===== config.mk =====
export PLATFORM = sky130hd
export DESIGN_NAME = bram_stream_reader
export DESIGN_NICKNAME = d
export VERILOG_FILES = /design/src/rtl/bram_stream_reader_pkg.sv /design/src/rtl/bram_stream_reader_skid_buf.sv /design/src/rtl/bram_stream_reader.sv
export SDC_FILE = /design/constraint.sdc
export NUM_CORES = 1
export LEC_CHECK = 0
export BUFFER_PORTS_ARGS = -buffer_cell sky130_fd_sc_hd__buf_2
export CORE_MARGIN = 5
export CORE_UTILIZATION = 54
export DETAILED_ROUTE_END_ITERATION = 8
export PLACE_DENSITY = 0.92
export SLEW_MARGIN = 10
export SYNTH_ARGS = -nofsm -noshare
export SYNTH_HDL_FRONTEND = slang
export SYNTH_SLANG_ARGS = --single-unit

===== constraint.sdc =====
create_clock -name clk -period 2.9 [get_ports clk]
set_input_delay 0.145 -clock clk [delete_from_list [all_inputs] [get_ports clk]]
set_output_delay 0.145 -clock clk [all_outputs]
set_load 0.02 [all_outputs]

===== src/rtl/bram_stream_reader_pkg.sv =====
// Shared accelerator-wrapper definitions for bram_stream_reader: FSM state
// width and encodings.
package bram_stream_reader_pkg;

  localparam int unsigned STATE_W = 2;

  typedef enum logic [STATE_W-1:0] {
    ST_IDLE  = 2'd0,
    ST_READ  = 2'd1,
    ST_DRAIN = 2'd2
  } rd_state_e;

endpackage


===== src/rtl/bram_stream_reader_skid_buf.sv =====
// stream_skid_buf: 2-entry valid/ready buffer; outputs come straight from
// registers, so out_valid/out_data never depend combinationally on out_ready.
module stream_skid_buf #(
  parameter int unsigned WIDTH = 8
) (
  input  logic             clk,
  input  logic             resetn,
  input  logic             in_valid,
  output logic             in_ready,
  input  logic [WIDTH-1:0] in_data,
  output logic             out_valid,
  input  logic             out_ready,
  output logic [WIDTH-1:0] out_data
);

  logic [1:0]       cnt_q, cnt_d;
  logic [WIDTH-1:0] head_q, head_d;
  logic [WIDTH-1:0] tail_q, tail_d;
  logic             push, pop;

  assign in_ready  = (cnt_q != 2'd2);
  assign out_valid = (cnt_q != 2'd0);
  assign out_data  = head_q;
  assign push      = in_valid && in_ready;
  assign pop       = out_valid && out_ready;

  always_comb begin
    cnt_d  = cnt_q;
    head_d = head_q;
    tail_d = tail_q;
    case ({push, pop})
      2'b10: begin
        if (cnt_q == 2'd0) head_d = in_data;
        else               tail_d = in_data;
        cnt_d = cnt_q + 2'd1;
      end
      2'b01: begin
        head_d = tail_q;
        cnt_d  = cnt_q - 2'd1;
      end
      2'b11: begin
        // Simultaneous push/pop keeps occupancy; the new word goes behind any older one.
        if (cnt_q == 2'd1) begin
          head_d = in_data;
        end else begin
          head_d = tail_q;
          tail_d = in_data;
        end
      end
      default: ;
    endcase
  end

  always_ff @(posedge clk) begin
    if (!resetn) begin
      cnt_q  <= '0;
      head_q <= '0;
      tail_q <= '0;
    end else begin
      cnt_q  <= cnt_d;
      head_q <= head_d;
      tail_q <= tail_d;
    end
  end

endmodule


===== src/rtl/bram_stream_reader.sv =====
// bram_stream_reader: streams cmd_len words from an external BRAM read port
// starting at cmd_addr. Define BRAM_READER_LAST_EN to add the ms_last output.
module bram_stream_reader
  import bram_stream_reader_pkg::*;
#(
  parameter int unsigned WIDTH     = 72,
  parameter int unsigned DEPTH     = 512,
  parameter int unsigned LOG_DEPTH = 9
) (
  input  logic                 clk,
  input  logic                 resetn,
  input  logic [LOG_DEPTH-1:0] cmd_addr,
  input  logic [LOG_DEPTH:0]   cmd_len,
  input  logic                 cmd_valid,
  output logic                 cmd_ready,
  output logic [LOG_DEPTH-1:0] bram_addr,
  input  logic [WIDTH-1:0]     bram_rdata,
  output logic [WIDTH-1:0]     ms_data,
  output logic                 ms_valid,
  input  logic                 ms_ready,
  output logic                 busy,
  output logic                 done
`ifdef BRAM_READER_LAST_EN
  ,
  output logic                 ms_last
`endif
);

  localparam logic [LOG_DEPTH-1:0] ADDR_LAST = LOG_DEPTH'(DEPTH - 1);
  localparam logic [LOG_DEPTH-1:0] ADDR_ONE  = LOG_DEPTH'(1);
  localparam logic [LOG_DEPTH:0]   LEN_ONE   = (LOG_DEPTH + 1)'(1);

  rd_state_e            state_q, state_d;
  logic [LOG_DEPTH-1:0] addr_q, addr_d;
  logic [LOG_DEPTH:0]   rem_q, rem_d;
  logic [LOG_DEPTH:0]   out_rem_q, out_rem_d;
  logic                 rvalid_q, rvalid_d;
  logic                 done_q, done_d;
  logic                 buf_in_ready;
  logic                 pop, room_next, deliver;

  assign cmd_ready = resetn && (state_q == ST_IDLE);
  assign busy      = (state_q != ST_IDLE);
  assign done      = done_q;
  assign bram_addr = addr_q;
  assign pop       = ms_valid && ms_ready;

  // The address is only advanced once the word it selects is sure to find a
  // free buffer slot on the cycle its data returns; otherwise the address is
  // held, which simply re-reads the same location.
  assign room_next = pop || (buf_in_ready && !(ms_valid && rvalid_q));
  assign deliver   = (state_q == ST_READ) && (rem_q != '0) && room_next;

  always_comb begin
    state_d   = state_q;
    addr_d    = addr_q;
    rem_d     = rem_q;
    out_rem_d = pop ? out_rem_q - LEN_ONE : out_rem_q;
    rvalid_d  = deliver;
    done_d    = 1'b0;
    case (state_q)
      ST_IDLE: begin
        if (cmd_valid && cmd_ready) begin
          addr_d    = cmd_addr;
          rem_d     = cmd_len;
          out_rem_d = cmd_len;
          if (cmd_len == '0) done_d  = 1'b1;
          else               state_d = ST_READ;
        end
      end
      ST_READ: begin
        if (deliver) begin
          addr_d = (addr_q == ADDR_LAST) ? '0 : addr_q + ADDR_ONE;
          rem_d  = rem_q - LEN_ONE;
          if (rem_q == LEN_ONE) state_d = ST_DRAIN;
        end
      end
      ST_DRAIN: begin
        if (pop && out_rem_q == LEN_ONE) begin
          state_d = ST_IDLE;
          done_d  = 1'b1;
        end
      end
      default: state_d = ST_IDLE;
    endcase
  end

  always_ff @(posedge clk) begin
    if (!resetn) begin
      state_q   <= ST_IDLE;
      addr_q    <= '0;
      rem_q     <= '0;
      out_rem_q <= '0;
      rvalid_q  <= 1'b0;
      done_q    <= 1'b0;
    end else begin
      state_q   <= state_d;
      addr_q    <= addr_d;
      rem_q     <= rem_d;
      out_rem_q <= out_rem_d;
      rvalid_q  <= rvalid_d;
      done_q    <= done_d;
    end
  end

  stream_skid_buf #(
    .WIDTH(WIDTH)
  ) u_skid (
    .clk       (clk),
    .resetn    (resetn),
    .in_valid  (rvalid_q),
    .in_ready  (buf_in_ready),
    .in_data   (bram_rdata),
    .out_valid (ms_valid),
    .out_ready (ms_ready),
    .out_data  (ms_data)
  );

`ifdef BRAM_READER_LAST_EN
  assign ms_last = ms_valid && (out_rem_q == LEN_ONE);
`endif

endmodule


Word-level counts from Yosys, hierarchy flattened. Index checks and enable logic that the tools add are counted.

Bits in registers: 179. Input port bits: 95. Output and inout bits: 85.

Add/sub/neg operators: 5. Equal/unequal tests: 18. Multiplexer cells: 27. Reductions and logical operators: 25.

Operators with widths (number): $mux 72 (4); $pmux 72 s3 (1); $pmux 72 s2 (1); $mux 10 (5); $mux 9 (3); $eq 10x1->1 const B (2); $pmux 10 s2 (1); $sub 10x1->10 const B (2); $pmux 9 s2 (1); $ne 2x2->1 const B (6); $logic_not 10->1 (1); $mux 2 (5); $reduce_bool 10->1 (1); $reduce_bool 2->1 (5); $add 9x1->9 const B (1); $eq 9x9->1 const B (1); $logic_and 1x1->1 (9); $eq 2x1->1 const B (3); $eq 2x2->1 const B (3); $ne 2x1->1 const B (3); $pmux 2 s3 (1); $reduce_and 3->1 (2); $reduce_and 5->1 (1); $logic_not 2->1 (2); 9 further kinds (11).

Logic depth before layout (Yosys ltp). Gate-level depths: netlist (run 1).

Depth after elaboration: 8. Depth in mapped cells: 11. Depth with buffers taken out: 9.

Cells and area by module. From an unflattened synthesis (run 1), not the netlist that was laid out.

Cells, all modules: 1051. Area, all modules: 9069.9 um^2.

By module, submodules not included: stream_skid_buf (times used 1, cells an instance 805, area each 7095.6 um^2); bram_stream_reader (times used 1, cells an instance 246, area each 1974.4 um^2).

Worst setup path after synthesis (run 1). No wires, ideal clock.

Kind: flip-flop to flip-flop. Start: reg u_skid.cnt_q[0]. End: reg u_skid.tail_q[69]. Data arrival time: 2.201 ns. Data required time: 2.830 ns. Slack: 0.628 ns. Stages on the path, launching flop included: 12. Path buffers: 2. Cells stage by stage: dfxtp_1 -> inv_1 -> ha_1 -> nand2b_1 -> buf_6 -> inv_4 -> ha_1 -> o21ai_0 -> a21oi_1 -> clkbuf_1 -> nand2_1 -> a21oi_1.

Longest elaborated chain between the ends: 5. Elaborated cells between the ends (all ways): 13. Classes of those cells: 6 x eq/ne; 1 x mux; 6 x reduce/logical.

RTL lines: from (decl) (line bram_stream_reader_skid_buf.sv:16) `logic [1:0] cnt_q, cnt_d;`; from (signal assigned) (line bram_stream_reader_skid_buf.sv:60) `cnt_q <= cnt_d;`; $ne 2x2->1 / $reduce_bool 2->1 (equally long branches) (line bram_stream_reader_skid_buf.sv:21, bram_stream_reader_skid_buf.sv:22); $logic_and 1x1->1 (on tied branches) (line bram_stream_reader_skid_buf.sv:24, bram_stream_reader_skid_buf.sv:25); $eq 2x2->1 (line bram_stream_reader_skid_buf.sv:31) `case ({push, pop})`; $ne 2x2->1 (no line) / $reduce_bool 2->1 (equally long branches); $reduce_and 3->1 (no line); to (signal assigned) (line bram_stream_reader_skid_buf.sv:62) `tail_q <= tail_d;`; to (decl) (line bram_stream_reader_skid_buf.sv:18) `logic [WIDTH-1:0] tail_q, tail_d;`.

Parallel ways exist; a longest one is shown, timed or not. A chain may end at the register's enable or synchronous reset.

Worst setup path after layout (run 1).
Start: reg u_skid.cnt_q[0]. End: reg u_skid.head_q[67], in the netlist u_skid.out_data[67].

Longest elaborated chain between the ends: 5. Elaborated cells between the ends (all ways): 14. Classes of those cells: 6 x eq/ne; 2 x mux; 6 x reduce/logical.

RTL lines: $ne 2x2->1 / $reduce_bool 2->1 (equally long branches) (line bram_stream_reader_skid_buf.sv:21, bram_stream_reader_skid_buf.sv:22); $logic_and 1x1->1 (on tied branches) (line bram_stream_reader_skid_buf.sv:24, bram_stream_reader_skid_buf.sv:25); $eq 2x2->1 / $eq 2x1->1 (equally long branches) (line bram_stream_reader_skid_buf.sv:31); $ne 2x1->1 (no line) / $reduce_bool 3->1 (equally long branches); $reduce_and 2->1 (no line); to (signal assigned) (line bram_stream_reader_skid_buf.sv:57) `head_q <= '0;`; to (signal assigned) (line bram_stream_reader_skid_buf.sv:61) `head_q <= head_d;`; to (decl) (line bram_stream_reader_skid_buf.sv:17) `logic [WIDTH-1:0] head_q, head_d;`.

Parallel ways exist; a longest one is shown, timed or not.

==> out/metrics.yaml, run 1 <==
critical_path:
  worstPathMaxFanout: 57
  cp-startpoint: "u_skid.cnt_q[0]$_SDFFE_PN0P_"
  path_common_cell: "ha_1"
  cp-end-kind: "flop"
  critPathLaunchType: "flop"
  worst-setup-path-type: "reg -> reg"
  cp_slowest_stage_delay_ps: 400
  slowest_stage: "dfxtp_1"
  r2r_slack_ps: 300
  crit_chain: "inv_1, ha_1, nand2b_1, inv_4, ha_1, a21oi_1, nor2_4, buf_12, a221oi_1, nor3_1"
  r2r-start: "u_skid.cnt_q[0]$_SDFFE_PN0P_"
  crit_required_ps: 3230
  worstPathArrival_ps: 2930
synth:
  yosysTopAreaCell: "dfxtp_1"
  synth_common_cells: "dfxtp_1, nand2_1, nor2_1, a21oi_1, nor3_1"
  synth.cell_area_um2: 7520
  ys.flop_type: "dfxtp_1"
  synth_edf_count: 0
  synth_top_cell_area_share_pct: 47.6
  async_reset_ff_share_pct: 0
  ys_seq_area_share_pct: 47.6
  ys_types: 49
  yosys_warnings: 0
  syn_avg_cell_area_um2: 8.19
  synthCells: 918
  synth_area_leaders: "dfxtp_1, nand2_1, a221oi_1"
  ys_seq_elements: 179
  synth_nets: 1026
global_route:
  grt_pass1_wl_mm: 35.6
  grt_pass1_vias: 7408
  grt_overflow: 0
  antenna_found_initial: 1
  grt_use_total_pct: 26.4
  grt_max_degree: 94
timing:
  final.setup_skew_ps: 14.7
  max_freq_ghz: 0.384
  period_minus_slack_ps: 2600
  finalHoldViolCount: 0
  slew_violations: 0
  slew_headroom_pct: 63.5
  worst_pin_slew_ps: 547
  finalCritPeriodShare_pct: 89.7
  rsz0062_at_grt: "false"
  finalSetupViolCount: 0
  timing.hold.ws_ps: 31.1
  setup_tns_ps: 0
power_and_ir_drop:
  cellPowerDensity_nw_per_um2: 960
  p_leak_nw: 3.98
  peakVddDrop_mv: 0.467
layout:
  fin_util_pct: 71.8
  synthToLayoutAreaGrowth_pct: 31.6
  finalNetCount: 1248
  final_cell_count_no_fill: 1335
  design_area_um2: 9900
  fillers: 994
  drive_gt1_share_pct: 21.8
floorplan:
  die_h_um: 128
  start_util_pct: 54.6
  core_area_um2: 13800
  fp.dieArea_um2: 16400
  die_x_um: 128
  io_pins: 180
  core.rowCount: 43
routing:
  drtIter0Drc: 728
  drtPass1Iterations: 6
  wl_per_cell_um: 16.6
  vias: 7815
  ant_nets: 0
  drc_errors: 0
  via_per_inst: 5.85
  wl_mm: 22.2
min_path:
  hold_start: "bram_rdata[62]"
  min_path_type: "in -> reg"
clocking:
  ctsRootBufferMaster: "clkbuf_16"
  cts_sinks: 179
  insertion_delay_ps: 430
  numCtsBuffers: 17
  clkTransAtPathRegs_ps: 70
  cts_buffer_depth: 2
  htree_levels: 4
  cts_tree: "yes"
place:
  place_area_um2: 8530
  place_hpwl_mm: 13.0
  io_buffer_count: 179
  place_congestion: 0.830
  placedCellCount: 1221
job:
  maxCapViolCount: 0
outcome:
  status: "complete, no violations"
[where the power goes]
part	total, mW	internal, mW	switching (mW)
registers	3.53	3.12	0.411
clock network	2.23	1.26	0.967
logic	3.74	1.31	2.43
[sequential cells by signal, summed over array words and instances (netlist names)]
signal / flops
rvalid_q: 1
bram_addr: 9
state_q: 2
out_rem_q: 10
u_skid.tail_q: 72
done: 1
rem_q: 10
u_skid.cnt_q: 2
u_skid.out_data: 72
[per-layer routing]
| metal | part of all wire, % | vias to the layer above | wire (um) | track usage, % |
|---|---|---|---|---|
| met4 | 3.0 | 0 | 665 | 11.3 |
| li1 | - | 3708 | - | - |
| met3 | 6.5 | 70 | 1450 | 5.04 |
| met1 | 40 | 3664 | 8870 | 32.6 |
| met2 | 51 | 373 | 11200 | 45.1 |
| met5 | 0 | - | 0 | 0 |
[stage by stage]
stage,power [mW],worst slack [ps]
final,9.50,298
after detailed placement,7.11,338
after global placement,7.01,470
after CTS,9.40,324
after floorplan,5.99,628
after global routing,10.1,56.7
[placed cells by master (no fill, tap or decap), drive strengths merged, types with 3 or more instances in the layout]
cell type / instances
clkbuf: 22
o21ai: 21
ha: 13
buf: 203
nor3: 81
inv: 17
dfxtp: 179
a311oi: 4
a211oi: 11
clkinv: 5
nand2b: 4
nor4: 9
a221oi: 75
nor2: 103
o31ai: 5
nor3b: 3
nand3b: 3
xnor2: 7
nand3: 10
nand2: 179
a21oi: 94
dlygate4sd3: 74
xor2: 4
[cell families (layout without fill, tap and decap cells)]
group | after synthesis | after routing | synth area share [%]
xor gates and xnor gates | 11 | 11 | 1.28
DFF | 179 | 179 | 47.6
AOI/OAI and AO/OA | 222 | 222 | 20.2
and+or+nand+nor | 403 | 403 | 23.3
other | 0 | 2 | 0
adders and majority gates | 13 | 13 | 2.16
buffers and inverters | 89 | 324 | 5.24
muxes | 1 | 1 | 0.133
[timing repair]
item | in CTS | in global routing
endpoints found under the hold margin | 74 | 0
endpoints found under the setup margin | 0 | 1
hold buffers | 74 | 0
resized for setup | 0 | 0
buffers inserted | 0 | 6
[layout make-up]
class	count	area [um^2]	share of cell area (%)
Sequential cell	179	3580	36.2
Multi-Input combinational cell	650	3580	36.2
Timing Repair Buffer	277	1870	18.9
Clock buffer	22	474	4.79
Tap cell	180	225	2.28
Clock inverter	10	98.8	0.999
Inverter	15	61.3	0.620
Antenna cell	2	5.00	0.0506
[critical path: cells and delay by family, from the launching register on]
| family | cells | cell delay [ps] |
|---|---|---|
| DFF | 1 | 400 |
| and+or+nand+nor | 3 | 790 |
| AOI/OAI and AO/OA | 2 | 280 |
| adders and majority gates | 2 | 540 |
| buffers and inverters | 3 | 490 |
[path summary, 6_finish.rpt]
| path | endpoint | depth (start not counted) |
|---|---|---|
| setup / recovery | u_skid.out_data[67]$_SDFFE_PN0P_ | 10 |
| hold / removal | u_skid.tail_q[62]$_SDFFE_PN0P_ | 3 |
| setup reg to reg | u_skid.out_data[67]$_SDFFE_PN0P_ | 10 |
| hold reg to reg | u_skid.tail_q[11]$_SDFFE_PN0P_ | 2 |
No activity file was read; power rests on OpenSTA's default activity.
==> inputs of run 2 (changes only) <==
--- a/config.mk
+++ b/config.mk
@@ -7,9 +7,9 @@
 export LEC_CHECK = 0
 export BUFFER_PORTS_ARGS = -buffer_cell sky130_fd_sc_hd__buf_2
 export CORE_MARGIN = 5
-export CORE_UTILIZATION = 54
+export CORE_UTILIZATION = 45
 export DETAILED_ROUTE_END_ITERATION = 8
-export PLACE_DENSITY = 0.92
+export PLACE_DENSITY = 0.81
 export SLEW_MARGIN = 10
 export SYNTH_ARGS = -nofsm -noshare
 export SYNTH_HDL_FRONTEND = slang
==> run 2 against run 1 <==
Hold slack got worse by 2.7 ps. Total power grew 1.9%. Sequential share of layout area fell by 0.57 points. Via count shrank 2.8%. First-iteration DRC count decreased by 20%. Count of clock-buffer cells in the layout decreased by 5. Sequential power is essentially flat. Combinational power barely moved. Clock skew is 7.4 ps lower. Wire length shrank 4.5%.
==> out/metrics.yaml, run 2 (synthesized netlist as in run 1, its figures left out) <==
place:
  place_hpwl_mm: 13.3
  dp_slack_ps: 440
  io_buffer_count: 179
  place_congestion: 0.870
critical_path:
  critPathTopFamily: "buffers and inverters"
  worstPathMaxFanout: 53
  worst-setup-path-type: "reg -> reg"
  r2r-start: "u_skid.cnt_q[0]$_SDFFE_PN0P_"
  crit_required_ps: 3240
  critPathLaunchType: "flop"
  r2r_slack_ps: 390
  worstPathArrival_ps: 2850
  cp-end-kind: "flop"
  crit_chain: "inv_1, ha_1, nand2b_1, inv_4, a21oi_4, buf_4, a221oi_1, nor3_1"
  critPathBufInv: 3
  cp-startpoint: "u_skid.cnt_q[0]$_SDFFE_PN0P_"
  slowest_stage: "buf_4"
  cp_slowest_stage_delay_ps: 590
global_route:
  grt_max_degree: 71
  grt_overflow: 0
  antenna_found_initial: 1
  grt_use_total_pct: 21.3
  grt_pass1_wl_mm: 35.2
  grt_pass1_vias: 7115
layout:
  n_antenna_cell: 0
  synthToLayoutAreaGrowth_pct: 33.6
  multi_input_area_um2: 3580
  finalNetCount: 1247
  drive_gt1_share_pct: 21.5
  final_cell_mix: "dfxtp_1, buf_2, nand2_1"
  fillers: 1406
  register_area_um2: 3580
power_and_ir_drop:
  p_total_mw: 9.69
  peakVddDrop_mv: 0.455
  cellPowerDensity_nw_per_um2: 963
  p_leak_nw: 4.01
timing:
  slew_headroom_pct: 54.9
  finalWorstSetupSlack_ps: 391
  period_minus_slack_ps: 2510
  timing.hold.ws_ps: 28.4
  slew_violations: 0
  finalCritPeriodShare_pct: 86.5
  setup_tns_ps: 0
  rsz0062_at_grt: "false"
  finalHoldViolCount: 0
  worst_pin_slew_ps: 676
  final.setup_skew_ps: 7.23
  finalSetupViolCount: 0
  max_freq_ghz: 0.399
clocking:
  cts_tree: "yes"
  cts_sinks: 179
  postCtsResizedCells: 0
  postCtsSetupBuffers: 0
  insertion_delay_ps: 420
  ctsRootBufferMaster: "clkbuf_16"
  numCtsBuffers: 17
  cts_hold_buf: 78
  clkTransAtPathRegs_ps: 70
  htree_levels: 4
  cts_buffer_depth: 2
routing:
  drc_errors: 0
  ant_nets: 0
  via_per_inst: 5.54
  wl_per_cell_um: 15.4
  vias: 7597
  wl_mm: 21.2
  drtPass1Iterations: 5
  drtIter0Drc: 580
job:
  maxCapViolCount: 0
floorplan:
  core_area_um2: 16500
  die_h_um: 139
  start_util_pct: 45.7
  die_x_um: 139
  io_pins: 180
  fp.dieArea_um2: 19400
  core.rowCount: 47
min_path:
  hold_start: "cmd_addr[4]"
  min_path_type: "in -> reg"
outcome:
  status: "complete, no violations"
==> run 2: cell count changes in the layout (fill, tap and decap cells not counted), moves of 3 or more <==
| cell | delta |
|---|---|
| dlygate4sd3_1 | +4 |
| buf_12 | +4 |
| inv_8 | +6 |
| buf_4 | -9 |
| clkbuf_8 | -3 |
==> run 2: worst reg2reg max path, delay by kind of cell (launching register included) <==
family	cells	cell delay [ps]
AO/OA/AOI/OAI	2	640
adder cells (fa/ha/maj)	1	280
buffers and inverters	3	770
flip-flops	1	350
AND/OR/NAND/NOR	2	400
==> run 2: power breakdown <==
part	leakage (nW)	total [mW]	switching (mW)	internal, mW
sequential	1.46	3.51	0.393	3.12
combinational	2.24	3.71	2.36	1.35
clock	0.306	2.46	1.06	1.40
total	4.01	9.69	3.82	5.87
==> run 2: worst paths after layout <==
check | to | cells after the start
max | u_skid.out_data[24]$_SDFFE_PN0P_ | 8
max reg2reg | u_skid.out_data[24]$_SDFFE_PN0P_ | 8
min reg2reg | u_skid.tail_q[2]$_SDFFE_PN0P_ | 2
min | bram_addr[4]$_SDFFE_PN0P_ | 3
==> run 2: area by class of cell <==
class / count / share of cell area [%]
Sequential cell: 179 / 35.6
Timing Repair Buffer: 276 / 19.1
Clock inverter: 15 / 2.07
Inverter: 15 / 0.610
Clock buffer: 17 / 4.23
Multi-Input combinational cell: 650 / 35.6
Tap cell: 220 / 2.74
==> run 2: stage by stage <==
| stage | cell area [um^2] | util [%] | cells |
|---|---|---|---|
| after CTS | 10100 | 61.1 | 1372 |
| after global placement | 8640 | 52.5 | 1262 |
| final | 10100 | 61.1 | 1372 |
| after global routing | 10100 | 61.1 | 1372 |
| after floorplan | 7520 | - | 918 |
| after detailed placement | 8640 | 52.5 | 1262 |
==> run 2: layer usage <==
layer / share of wire (%) / GRT usage [%] / up-vias
li1: - / - / 3697
met1: 42 / 27.5 / 3503
met2: 48 / 34.7 / 342
met3: 7.0 / 5.15 / 53
met4: 2.5 / 7.98 / 2
met5: 0.061 / 0 / -
